<file path="src/rtl/bus_arbiter_if.sv">
// Signal bundle between two requesters, the arbiter and the shared memory bus.
// slave is the arbiter's view; master is the view of the surrounding requesters/memory.
interface bus_arbiter_if;
    logic        req0_valid;
    logic        req0_ready;
    logic [31:0] req0_addr;
    logic        req0_we;
    logic [31:0] req0_wdata;
    logic [3:0]  req0_be;
    logic        rsp0_valid;
    logic [31:0] rsp0_rdata;
    logic        rsp0_err;

    logic        req1_valid;
    logic        req1_ready;
    logic [31:0] req1_addr;
    logic        req1_we;
    logic [31:0] req1_wdata;
    logic [3:0]  req1_be;
    logic        rsp1_valid;
    logic [31:0] rsp1_rdata;
    logic        rsp1_err;

    logic        mem_valid;
    logic        mem_ready;
    logic [31:0] mem_addr;
    logic        mem_we;
    logic [31:0] mem_wdata;
    logic [3:0]  mem_be;
    logic        mem_rvalid;
    logic [31:0] mem_rdata;

    logic        grant_id;

    modport slave (
        input  req0_valid, req0_addr, req0_we, req0_wdata, req0_be,
        input  req1_valid, req1_addr, req1_we, req1_wdata, req1_be,
        output req0_ready, rsp0_valid, rsp0_rdata, rsp0_err,
        output req1_ready, rsp1_valid, rsp1_rdata, rsp1_err,
        output mem_valid, mem_addr, mem_we, mem_wdata, mem_be,
        input  mem_ready, mem_rvalid, mem_rdata,
        output grant_id
    );

    modport master (
        output req0_valid, req0_addr, req0_we, req0_wdata, req0_be,
        output req1_valid, req1_addr, req1_we, req1_wdata, req1_be,
        input  req0_ready, rsp0_valid, rsp0_rdata, rsp0_err,
        input  req1_ready, rsp1_valid, rsp1_rdata, rsp1_err,
        input  mem_valid, mem_addr, mem_we, mem_wdata, mem_be,
        output mem_ready, mem_rvalid, mem_rdata,
        input  grant_id
    );
endinterface

</file>
<file path="src/rtl/bus_arbiter.sv">
// Two-port round-robin arbiter onto a single-outstanding memory bus, with a
// WAIT-state timeout that answers the owner with an error response.
//
// state | meaning
// IDLE  | no transaction in flight; pick a winner and latch its request
// ISSUE | mem_valid high with latched fields until mem_ready
// WAIT  | waiting for mem_rvalid or timer expiry
module bus_arbiter #(
    parameter int unsigned TIMEOUT = 255
) (
    input  logic          clock,
    input  logic          reset,
    bus_arbiter_if.slave  bus
);
    localparam int unsigned TW = (TIMEOUT > 0) ? $clog2(TIMEOUT + 1) : 1;
    localparam logic [TW-1:0] TLIMIT = (TIMEOUT > 0) ? TW'(TIMEOUT - 1) : '0;

    typedef enum logic [1:0] {IDLE, ISSUE, WAIT} state_t;

    state_t        state, state_nxt;
    logic          win;
    logic          accept;
    logic          ready0, ready1;
    logic          mem_valid;
    logic          rsp_fire;
    logic          rsp_err_nxt;
    logic [31:0]   rsp_data_nxt;

    logic          last_grant;
    logic          grant_id;
    logic [TW-1:0] timer;
    logic [31:0]   addr_q, wdata_q;
    logic          we_q;
    logic [3:0]    be_q;
    logic          rsp0_valid, rsp1_valid, rsp0_err, rsp1_err;
    logic [31:0]   rsp0_rdata, rsp1_rdata;

    // A tie goes to the port that did not win last; a lone requester always wins.
    always_comb begin
        if (bus.req0_valid && bus.req1_valid)
            win = ~last_grant;
        else
            win = bus.req1_valid;
    end

    always_comb begin
        state_nxt    = state;
        accept       = 1'b0;
        ready0       = 1'b0;
        ready1       = 1'b0;
        mem_valid    = 1'b0;
        rsp_fire     = 1'b0;
        rsp_err_nxt  = 1'b0;
        rsp_data_nxt = '0;
        case (state)
            IDLE: begin
                if (bus.req0_valid || bus.req1_valid) begin
                    accept    = 1'b1;
                    ready0    = ~win;
                    ready1    = win;
                    state_nxt = ISSUE;
                end
            end
            ISSUE: begin
                mem_valid = 1'b1;
                if (bus.mem_ready)
                    state_nxt = WAIT;
            end
            WAIT: begin
                // Completion beats a timeout landing in the same cycle.
                if (bus.mem_rvalid) begin
                    rsp_fire     = 1'b1;
                    rsp_data_nxt = bus.mem_rdata;
                    state_nxt    = IDLE;
                end else if ((TIMEOUT != 0) && (timer == TLIMIT)) begin
                    rsp_fire    = 1'b1;
                    rsp_err_nxt = 1'b1;
                    state_nxt   = IDLE;
                end
            end
            default: state_nxt = IDLE;
        endcase
    end

    always_ff @(posedge clock) begin
        if (reset)
            state <= IDLE;
        else
            state <= state_nxt;
    end

    always_ff @(posedge clock) begin
        if (reset) begin
            last_grant <= 1'b1;
            grant_id   <= 1'b0;
            timer      <= '0;
            addr_q     <= '0;
            wdata_q    <= '0;
            we_q       <= 1'b0;
            be_q       <= '0;
            rsp0_valid <= 1'b0;
            rsp1_valid <= 1'b0;
            rsp0_err   <= 1'b0;
            rsp1_err   <= 1'b0;
            rsp0_rdata <= '0;
            rsp1_rdata <= '0;
        end else begin
            rsp0_valid <= rsp_fire & ~grant_id;
            rsp1_valid <= rsp_fire & grant_id;
            rsp0_err   <= rsp_fire & ~grant_id & rsp_err_nxt;
            rsp1_err   <= rsp_fire & grant_id & rsp_err_nxt;
            rsp0_rdata <= (rsp_fire && !grant_id) ? rsp_data_nxt : '0;
            rsp1_rdata <= (rsp_fire && grant_id) ? rsp_data_nxt : '0;

            if (accept) begin
                grant_id   <= win;
                last_grant <= win;
                addr_q     <= win ? bus.req1_addr  : bus.req0_addr;
                wdata_q    <= win ? bus.req1_wdata : bus.req0_wdata;
                we_q       <= win ? bus.req1_we    : bus.req0_we;
                be_q       <= win ? bus.req1_be    : bus.req0_be;
            end

            if (state == ISSUE)
                timer <= '0;
            else if (state == WAIT && !bus.mem_rvalid)
                timer <= timer + TW'(1);
        end
    end

    assign bus.req0_ready = ready0;
    assign bus.req1_ready = ready1;
    assign bus.mem_valid  = mem_valid;
    assign bus.mem_addr   = addr_q;
    assign bus.mem_we     = we_q;
    assign bus.mem_wdata  = wdata_q;
    assign bus.mem_be     = be_q;
    assign bus.rsp0_valid = rsp0_valid;
    assign bus.rsp0_rdata = rsp0_rdata;
    assign bus.rsp0_err   = rsp0_err;
    assign bus.rsp1_valid = rsp1_valid;
    assign bus.rsp1_rdata = rsp1_rdata;
    assign bus.rsp1_err   = rsp1_err;
    assign bus.grant_id   = grant_id;
endmodule

</file>
<file path="src/flat_wrapper.sv">
// flat-port wrapper written by rule: the top's interface ports become plain ports
module bus_arbiter_flat 
#(
    parameter int unsigned TIMEOUT = 255
)
  (clock, reset, bus_req0_valid, bus_req0_addr, bus_req0_we, bus_req0_wdata, bus_req0_be, bus_req1_valid, bus_req1_addr, bus_req1_we, bus_req1_wdata, bus_req1_be, bus_req0_ready, bus_rsp0_valid, bus_rsp0_rdata, bus_rsp0_err, bus_req1_ready, bus_rsp1_valid, bus_rsp1_rdata, bus_rsp1_err, bus_mem_valid, bus_mem_addr, bus_mem_we, bus_mem_wdata, bus_mem_be, bus_mem_ready, bus_mem_rvalid, bus_mem_rdata, bus_grant_id);
  bus_arbiter_if bus_i ();
  input  logic clock;
  input  logic reset;
  input wire logic [$bits(bus_i.req0_valid)-1:0] bus_req0_valid;
  input wire logic [$bits(bus_i.req0_addr)-1:0] bus_req0_addr;
  input wire logic [$bits(bus_i.req0_we)-1:0] bus_req0_we;
  input wire logic [$bits(bus_i.req0_wdata)-1:0] bus_req0_wdata;
  input wire logic [$bits(bus_i.req0_be)-1:0] bus_req0_be;
  input wire logic [$bits(bus_i.req1_valid)-1:0] bus_req1_valid;
  input wire logic [$bits(bus_i.req1_addr)-1:0] bus_req1_addr;
  input wire logic [$bits(bus_i.req1_we)-1:0] bus_req1_we;
  input wire logic [$bits(bus_i.req1_wdata)-1:0] bus_req1_wdata;
  input wire logic [$bits(bus_i.req1_be)-1:0] bus_req1_be;
  output wire logic [$bits(bus_i.req0_ready)-1:0] bus_req0_ready;
  output wire logic [$bits(bus_i.rsp0_valid)-1:0] bus_rsp0_valid;
  output wire logic [$bits(bus_i.rsp0_rdata)-1:0] bus_rsp0_rdata;
  output wire logic [$bits(bus_i.rsp0_err)-1:0] bus_rsp0_err;
  output wire logic [$bits(bus_i.req1_ready)-1:0] bus_req1_ready;
  output wire logic [$bits(bus_i.rsp1_valid)-1:0] bus_rsp1_valid;
  output wire logic [$bits(bus_i.rsp1_rdata)-1:0] bus_rsp1_rdata;
  output wire logic [$bits(bus_i.rsp1_err)-1:0] bus_rsp1_err;
  output wire logic [$bits(bus_i.mem_valid)-1:0] bus_mem_valid;
  output wire logic [$bits(bus_i.mem_addr)-1:0] bus_mem_addr;
  output wire logic [$bits(bus_i.mem_we)-1:0] bus_mem_we;
  output wire logic [$bits(bus_i.mem_wdata)-1:0] bus_mem_wdata;
  output wire logic [$bits(bus_i.mem_be)-1:0] bus_mem_be;
  input wire logic [$bits(bus_i.mem_ready)-1:0] bus_mem_ready;
  input wire logic [$bits(bus_i.mem_rvalid)-1:0] bus_mem_rvalid;
  input wire logic [$bits(bus_i.mem_rdata)-1:0] bus_mem_rdata;
  output wire logic [$bits(bus_i.grant_id)-1:0] bus_grant_id;
  assign bus_i.req0_valid = bus_req0_valid;
  assign bus_i.req0_addr = bus_req0_addr;
  assign bus_i.req0_we = bus_req0_we;
  assign bus_i.req0_wdata = bus_req0_wdata;
  assign bus_i.req0_be = bus_req0_be;
  assign bus_i.req1_valid = bus_req1_valid;
  assign bus_i.req1_addr = bus_req1_addr;
  assign bus_i.req1_we = bus_req1_we;
  assign bus_i.req1_wdata = bus_req1_wdata;
  assign bus_i.req1_be = bus_req1_be;
  assign bus_req0_ready = bus_i.req0_ready;
  assign bus_rsp0_valid = bus_i.rsp0_valid;
  assign bus_rsp0_rdata = bus_i.rsp0_rdata;
  assign bus_rsp0_err = bus_i.rsp0_err;
  assign bus_req1_ready = bus_i.req1_ready;
  assign bus_rsp1_valid = bus_i.rsp1_valid;
  assign bus_rsp1_rdata = bus_i.rsp1_rdata;
  assign bus_rsp1_err = bus_i.rsp1_err;
  assign bus_mem_valid = bus_i.mem_valid;
  assign bus_mem_addr = bus_i.mem_addr;
  assign bus_mem_we = bus_i.mem_we;
  assign bus_mem_wdata = bus_i.mem_wdata;
  assign bus_mem_be = bus_i.mem_be;
  assign bus_i.mem_ready = bus_mem_ready;
  assign bus_i.mem_rvalid = bus_mem_rvalid;
  assign bus_i.mem_rdata = bus_mem_rdata;
  assign bus_grant_id = bus_i.grant_id;
  bus_arbiter #(.TIMEOUT(TIMEOUT)) u_core (.clock(clock), .reset(reset), .bus(bus_i));
endmodule
</file>
<file path="config.mk">
export PLATFORM = sky130hd
export DESIGN_NAME = bus_arbiter_flat
export DESIGN_NICKNAME = d
export VERILOG_FILES = /design/src/rtl/bus_arbiter_if.sv /design/src/rtl/bus_arbiter.sv /design/src/flat_wrapper.sv
export SDC_FILE = /design/constraint.sdc
export NUM_CORES = 1
export LEC_CHECK = 0
export ABC_AREA = 1
export BUFFER_PORTS_ARGS = -buffer_cell sky130_fd_sc_hd__buf_2
export CAP_MARGIN = 0
export CORE_AREA = 2 2 122 124
export CTS_CLUSTER_SIZE = 28
export DETAILED_ROUTE_END_ITERATION = 8
export DIE_AREA = 0 0 124 126
export GPL_TIMING_DRIVEN = 1
export PLACE_DENSITY = 0.75
export SETUP_SLACK_MARGIN = 0.4
export SYNTH_ARGS = -nofsm -noshare
export SYNTH_HDL_FRONTEND = slang
export SYNTH_SLANG_ARGS = --single-unit
</file>
<file path="constraint.sdc">
create_clock -name clock -period 2.85 [get_ports clock]
set_input_delay 0.1425 -clock clock [delete_from_list [all_inputs] [get_ports clock]]
set_output_delay 0.1425 -clock clock [all_outputs]
set_load 0.1 [all_outputs]
</file>
==> Word-level counts from Yosys, hierarchy flattened <==
Index checks and enable logic that the tools add are counted.
W data, S select, Z words.
{ "word_totals": {"reg_bits": 149, "in_bits": 176, "output_inout_bits": 141, "word_cells": 66} }
{ "op_classes": {"addsub": 1, "eq_ne": 6, "mux": 24, "bitwise": 9, "reduce_logical": 12} }
{ "op_table": {"columns": ["operator", "n"], "rows": [
  ["$mux W32", 4],
  ["$mux W1", 14],
  ["$add A8 B1 Y8 const B", 1],
  ["$eq A8 B8 Y1 const B", 1],
  ["$mux W2", 4],
  ["$pmux W2 S3", 1],
  ["$reduce_or A2 Y1", 3],
  ["$not A1 Y1", 5],
  ["$and A1 B1 Y1", 4],
  ["$logic_and A1 B1 Y1", 4],
  ["$mux W4", 1],
  ["$ne A3 B2 Y1 const B", 1],
  ["$reduce_and A3 Y1", 1],
  ["$eq A2 B1 Y1 const B", 1],
  ["$eq A2 B2 Y1 const B", 1],
  ["$logic_not A1 Y1", 2],
  ["$logic_not A2 Y1", 1],
  ["$ne A2 B1 Y1 const B", 1],
  ["$ne A2 B2 Y1 const B", 1],
  ["$logic_or A1 B1 Y1", 1]
]} }

==> Logic depth before layout (Yosys ltp) <==
{ "logic_depth": {"word_depth": 7, "ltp_mapped": 8, "ltp_nobuf": 7} }

==> Worst setup path before layout <==
Ideal clock, no wire load.
{ "synth_timing": {"path_kind": "register to output", "startpoint": "reg u_core.state[0]", "endpoint": "out bus_req0_ready", "arrival_ps": 2201, "required_ps": 2707, "slack_ps": 506, "stages_incl_launch_ff": 7, "n_path_buf": 1, "cell_sequence": "dfxtp_1 -> inv_1 -> nand2_1 -> a21oi_2 -> inv_2 -> buf_2 -> nor2_1"} }
{ "synth_via": {"elab_chain_cells": 2} }
{ "synth_rtl": {"columns": ["element", "line_no", "text"], "rows": [
  ["start: declaration", "bus_arbiter.sv:20", "state_t state, state_nxt;"],
  ["start signal: assignment", "bus_arbiter.sv:89", "state <= state_nxt;"],
  ["$logic_not A2 Y1", "bus_arbiter.sv:55", "case (state)"],
  ["$mux W1", "bus_arbiter.sv:55", null],
  ["end: declaration", "flat_wrapper.sv:20", "output wire logic [$bits(bus_i.req0_ready)-1:0] bus_req0_ready;"]
]} }
No other way between the ends.

==> Worst setup path in the final report <==
{ "layout_timing": {"startpoint": "reg u_core.state[0]", "endpoint": "out bus_req1_ready"} }
{ "layout_via": {"elab_chain_cells": 2} }
{ "layout_rtl": {"columns": ["element", "line_no", "text"], "rows": [
  ["$logic_not A2 Y1", "bus_arbiter.sv:55", null],
  ["$mux W1", "bus_arbiter.sv:55", null],
  ["end: declaration", "flat_wrapper.sv:24", "output wire logic [$bits(bus_i.req1_ready)-1:0] bus_req1_ready;"]
]} }
No other way between the ends.

==> run_results.csv <==
group,metric,value,unit
status,status,"finished, final reports clean",
place,gp_congestion,0.854,
synth,ys_warn_count,0,
cells_and_area,layout.cells.non_filler,1369,
critical_path,worst_setup_path_start_kind,"flop",
sta,relSlewSlack,47.3,%
synth,yosysTopAreaCell,"dfxtp_1",
global_routing,top_usage_layer,"met2",
routing,vias_per_cell,4.73,
clock_network,htree_levels,4,
sta,max_freq,0.475,GHz
global_routing,use_met1,27.0,%
routing,drc_errors,0,
synth,synthMostInstantiatedCell,"nand2_1",
synth,synthArstFlopShare,0,%
critical_path,timing.rr.start,"u_core.last_grant",
global_routing,use_met2,42.7,%
cells_and_area,drive_above_1_share,31.2,%
synth,synth_compound_area_share,7.07,%
global_routing,antenna_found_initial,6,
sta,finalCritPeriodShare,73.8,%
sta,final_hold_viol_count,0,
power_and_ir_drop,peakVddDrop,0.407,mV
global_routing,grt_pass1_vias,6282,
synth,synth_cell_types,20,
synth,yosys-top-cells-count,"375 x nand2_1, 149 x dfxtp_1, 83 x inv_1",
critical_path,slowest_stage,"buf_4",
routing,ant_nets,0,
power_and_ir_drop,power.switching,2.36,mW
floorplan,num_io_pins,317,
cells_and_area,syn2layout_area_growth,43.9,%
clock_network,clkLatencyLatePin,0.42,ns
global_routing,use_met3,8.42,%
critical_path,cp-end-kind,"output port",
sta,clock_skew,0.00752,ns
critical_path,max_stage_delay,0.40,ns
power_and_ir_drop,combPwrFrac,26.9,%
power_and_ir_drop,power.share.clock,36.0,%
routing,wire_per_inst,13.8,um
synth,synth_flop_cell,"dfxtp_1",
power_and_ir_drop,seqPwrFrac,37.0,%
critical_path,r2r_slack,1.12,ns
place,placedCellCount,1301,
routing,dr.pass1.iters,5,
synth,synthAdderAreaFrac,0.421,%
synth,synth.area.top_cells,"dfxtp_1 50%, nand2_1 24%, nand4_1 6.9%",
routing,totalWireLength,18900,um
synth,synthXorXnorAreaFrac,0.147,%
critical_path,crit_chain,"inv_1 > nand2_1 > a21oi_4 > buf_4 > nand2_1 > inv_1 > buf_12",
synth,synthSimpleGateAreaFrac,32.4,%
sta,tns,0,ns
synth,synth_nets,1021,
clock_network,clkSlewWorstSetupHoldPaths,0.06,ns
floorplan,coreArea,14300,sq um
floorplan,die_y,126,um
floorplan,die_w,124,um
synth,ys_seq_area_share,50.1,%
synth,synth.cell_area,5950,sq um
critical_path,worstPathMaxFanout,42,
critical_path,worstSetupPathType,"reg -> out",
power_and_ir_drop,p_leak,4.92,nW
cells_and_area,multi_input_area,2400,sq um
critical_path,cp.required,2.71,ns
global_routing,globalRouteOverflowTotal,0,
floorplan,die_area,15600,sq um
cells_and_area,nets,1346,
place,dp_hpwl,12900,um
synth,synth_top_area_share,50.1,%
synth,ys_seq_elements,149,
clock_network,cts.path.max_buffers,2,
clock_network,cts_sinks,149,
synth,syn_inst,843,
synth,synth_edf_count,0,
global_routing,grt_use_total,24.3,%
routing,drt_iter0_markers,292,
clock_network,cts_resized,0,
synth,postSynthAreaPerCell,7.06,sq um
sta,grt_setup_unrepaired,"false",
cells_and_area,fillers,1359,
place,numPortBuffers,316,
power_and_ir_drop,power.density,710,nW/um^2
hold_path,holdPathStages,4,
sta,setup_viol,0,
synth,synth_top_family_by_area,"simple AND/OR/NAND/NOR gates",
clock_network,cts_buffers,17,
hold_path,hp-start,"bus_mem_ready",
cells_and_area,regArea,2980,sq um
critical_path,reg2reg_to,"u_core.bus.mem_we",
hold_path,hold_class,"in -> reg",
sta,fin_crit,2.10,ns
floorplan,initial_core_util,41.6,%
global_routing,grt_max_degree,72,
floorplan,rows,44,
synth,synth_mux_area_share,0,%
critical_path,cp.arrival,1.96,ns
global_routing,grt_pass1_wl,30000,um
clock_network,cts-root-buf,"clkbuf_16",
power_and_ir_drop,switching_share,38.8,%
sta,worst_pin_slew,0.789,ns
critical_path,reg2reg_depth,8,
clock_network,cts_tree,"done",
routing,vias,6475,
job,cap_violations,0,
hold_path,hold_end,"u_core.state[0]",
power_and_ir_drop,internal-power,3.72,mW
sta,finalMaxSlewViolations,0,
[final cells by class]
cell class,count,area share (%)
well taps,184,2.69
clock buffers,17,4.97
flip-flops and latches,149,34.8
inverters,86,3.77
diodes,4,0.117
repair buffers,363,23.7
multi-input cells,551,28.0
clock inverters,15,1.89
[power groups by stage]
stage | clock network [mW] | logic [mW] | registers [mW]
finish | 2.19 | 1.64 | 2.25
global route | 2.34 | 1.74 | 2.26
CTS | 2.23 | 1.64 | 2.25
detailed placement | 0 | 1.60 | 2.29
global placement | 0 | 1.60 | 2.29
floorplan | 0 | 0.471 | 3.06
[placed cells by master (no fill, tap or decap)]
cell	netlist	layout
a21oi_1	76	76
a21oi_4	0	1
buf_12	0	1
buf_2	32	315
buf_4	2	15
clkbuf_16	0	17
clkinv_4	0	1
clkinv_8	0	3
clkinvlp_4	0	2
dfxtp_1	149	149
diode_2	0	4
dlygate4sd3_1	0	32
ha_1	2	2
inv_1	83	83
inv_2	2	3
inv_6	0	5
inv_8	0	4
nand2_1	375	374
nand2_2	0	1
nand3_1	5	5
nand3b_1	2	2
nand4_1	66	66
nor2_1	15	14
nor2_4	0	1
nor3_1	2	2
o21ai_0	5	5
o22ai_1	1	1
xnor2_1	1	1
[stage by stage]
stage	setup WS (ns)	area (sq um)	total power [mW]	hold slack, ns	utilization [%]
final	0.745	8560	6.08	0.0418	59.8
after global routing	0.548	8560	6.34	0.0603	59.8
after CTS	0.711	8550	6.12	0.0291	59.7
after detailed placement	1.12	7640	3.90	0.395	53.4
after global placement	1.17	7640	3.89	0.388	53.4
after floorplan	0.506	5950	3.53	0.289	-
[state kept, by name, indices dropped and copies added (netlist names)]
| signal | flops |
|---|---|
| u_core.bus.mem_we | 1 |
| u_core.bus.rsp1_err | 1 |
| u_core.bus.mem_addr | 32 |
| u_core.bus.grant_id | 1 |
| u_core.timer | 8 |
| u_core.bus.rsp0_valid | 1 |
| u_core.bus.rsp0_err | 1 |
| u_core.bus.mem_be | 4 |
| u_core.bus.rsp0_rdata | 32 |
| u_core.bus.rsp1_rdata | 32 |
| u_core.state | 2 |
| u_core.bus.rsp1_valid | 1 |
| u_core.bus.mem_wdata | 32 |
| u_core.last_grant | 1 |
[cells by family (layout without fill, tap and decap cells)]
group,count (synthesis),in the layout
other,0,4
adder cells (fa/ha/maj),2,2
flip-flops,149,149
XOR/XNOR,1,1
buffers and inverters,143,481
AND/OR/NAND/NOR,465,465
AO/OA/AOI/OAI,83,83
[worst max-delay path, delay by kind of cell (launching register included)]
kind / cells / cell delay (ns)
AO/OA/AOI/OAI: 1 / 0.16
AND/OR/NAND/NOR: 2 / 0.28
flip-flops: 1 / 0.30
buffers and inverters: 4 / 0.81
[worst max-delay path by stage]
stage                      start                       to
6_report         u_core.state[0]           bus_req1_ready
2_1_floorplan    u_core.state[0]           bus_req0_ready
3_3_place_gp   u_core.last_grant  u_core.bus.mem_wdata[0]
3_5_place_dp   u_core.last_grant   u_core.bus.mem_addr[6]
4_1_cts          u_core.state[0]           bus_req1_ready
5_1_grt        u_core.last_grant           bus_req1_ready
[repair_timing]
action / CTS / global route
setup endpoints to repair: 0 / 0
setup buffers: 0 / 0
hold buffers: 32 / 0
hold endpoints to repair: 59 / 0
[layer usage]
| layer | vias to the layer above | wire [um] |
|---|---|---|
| li1 | 3295 | - |
| met1 | 2899 | 7280 |
| met2 | 254 | 9620 |
| met3 | 23 | 1680 |
| met4 | 4 | 288 |
| met5 | - | 27 |
No activity file was read; power rests on OpenSTA's default activity.
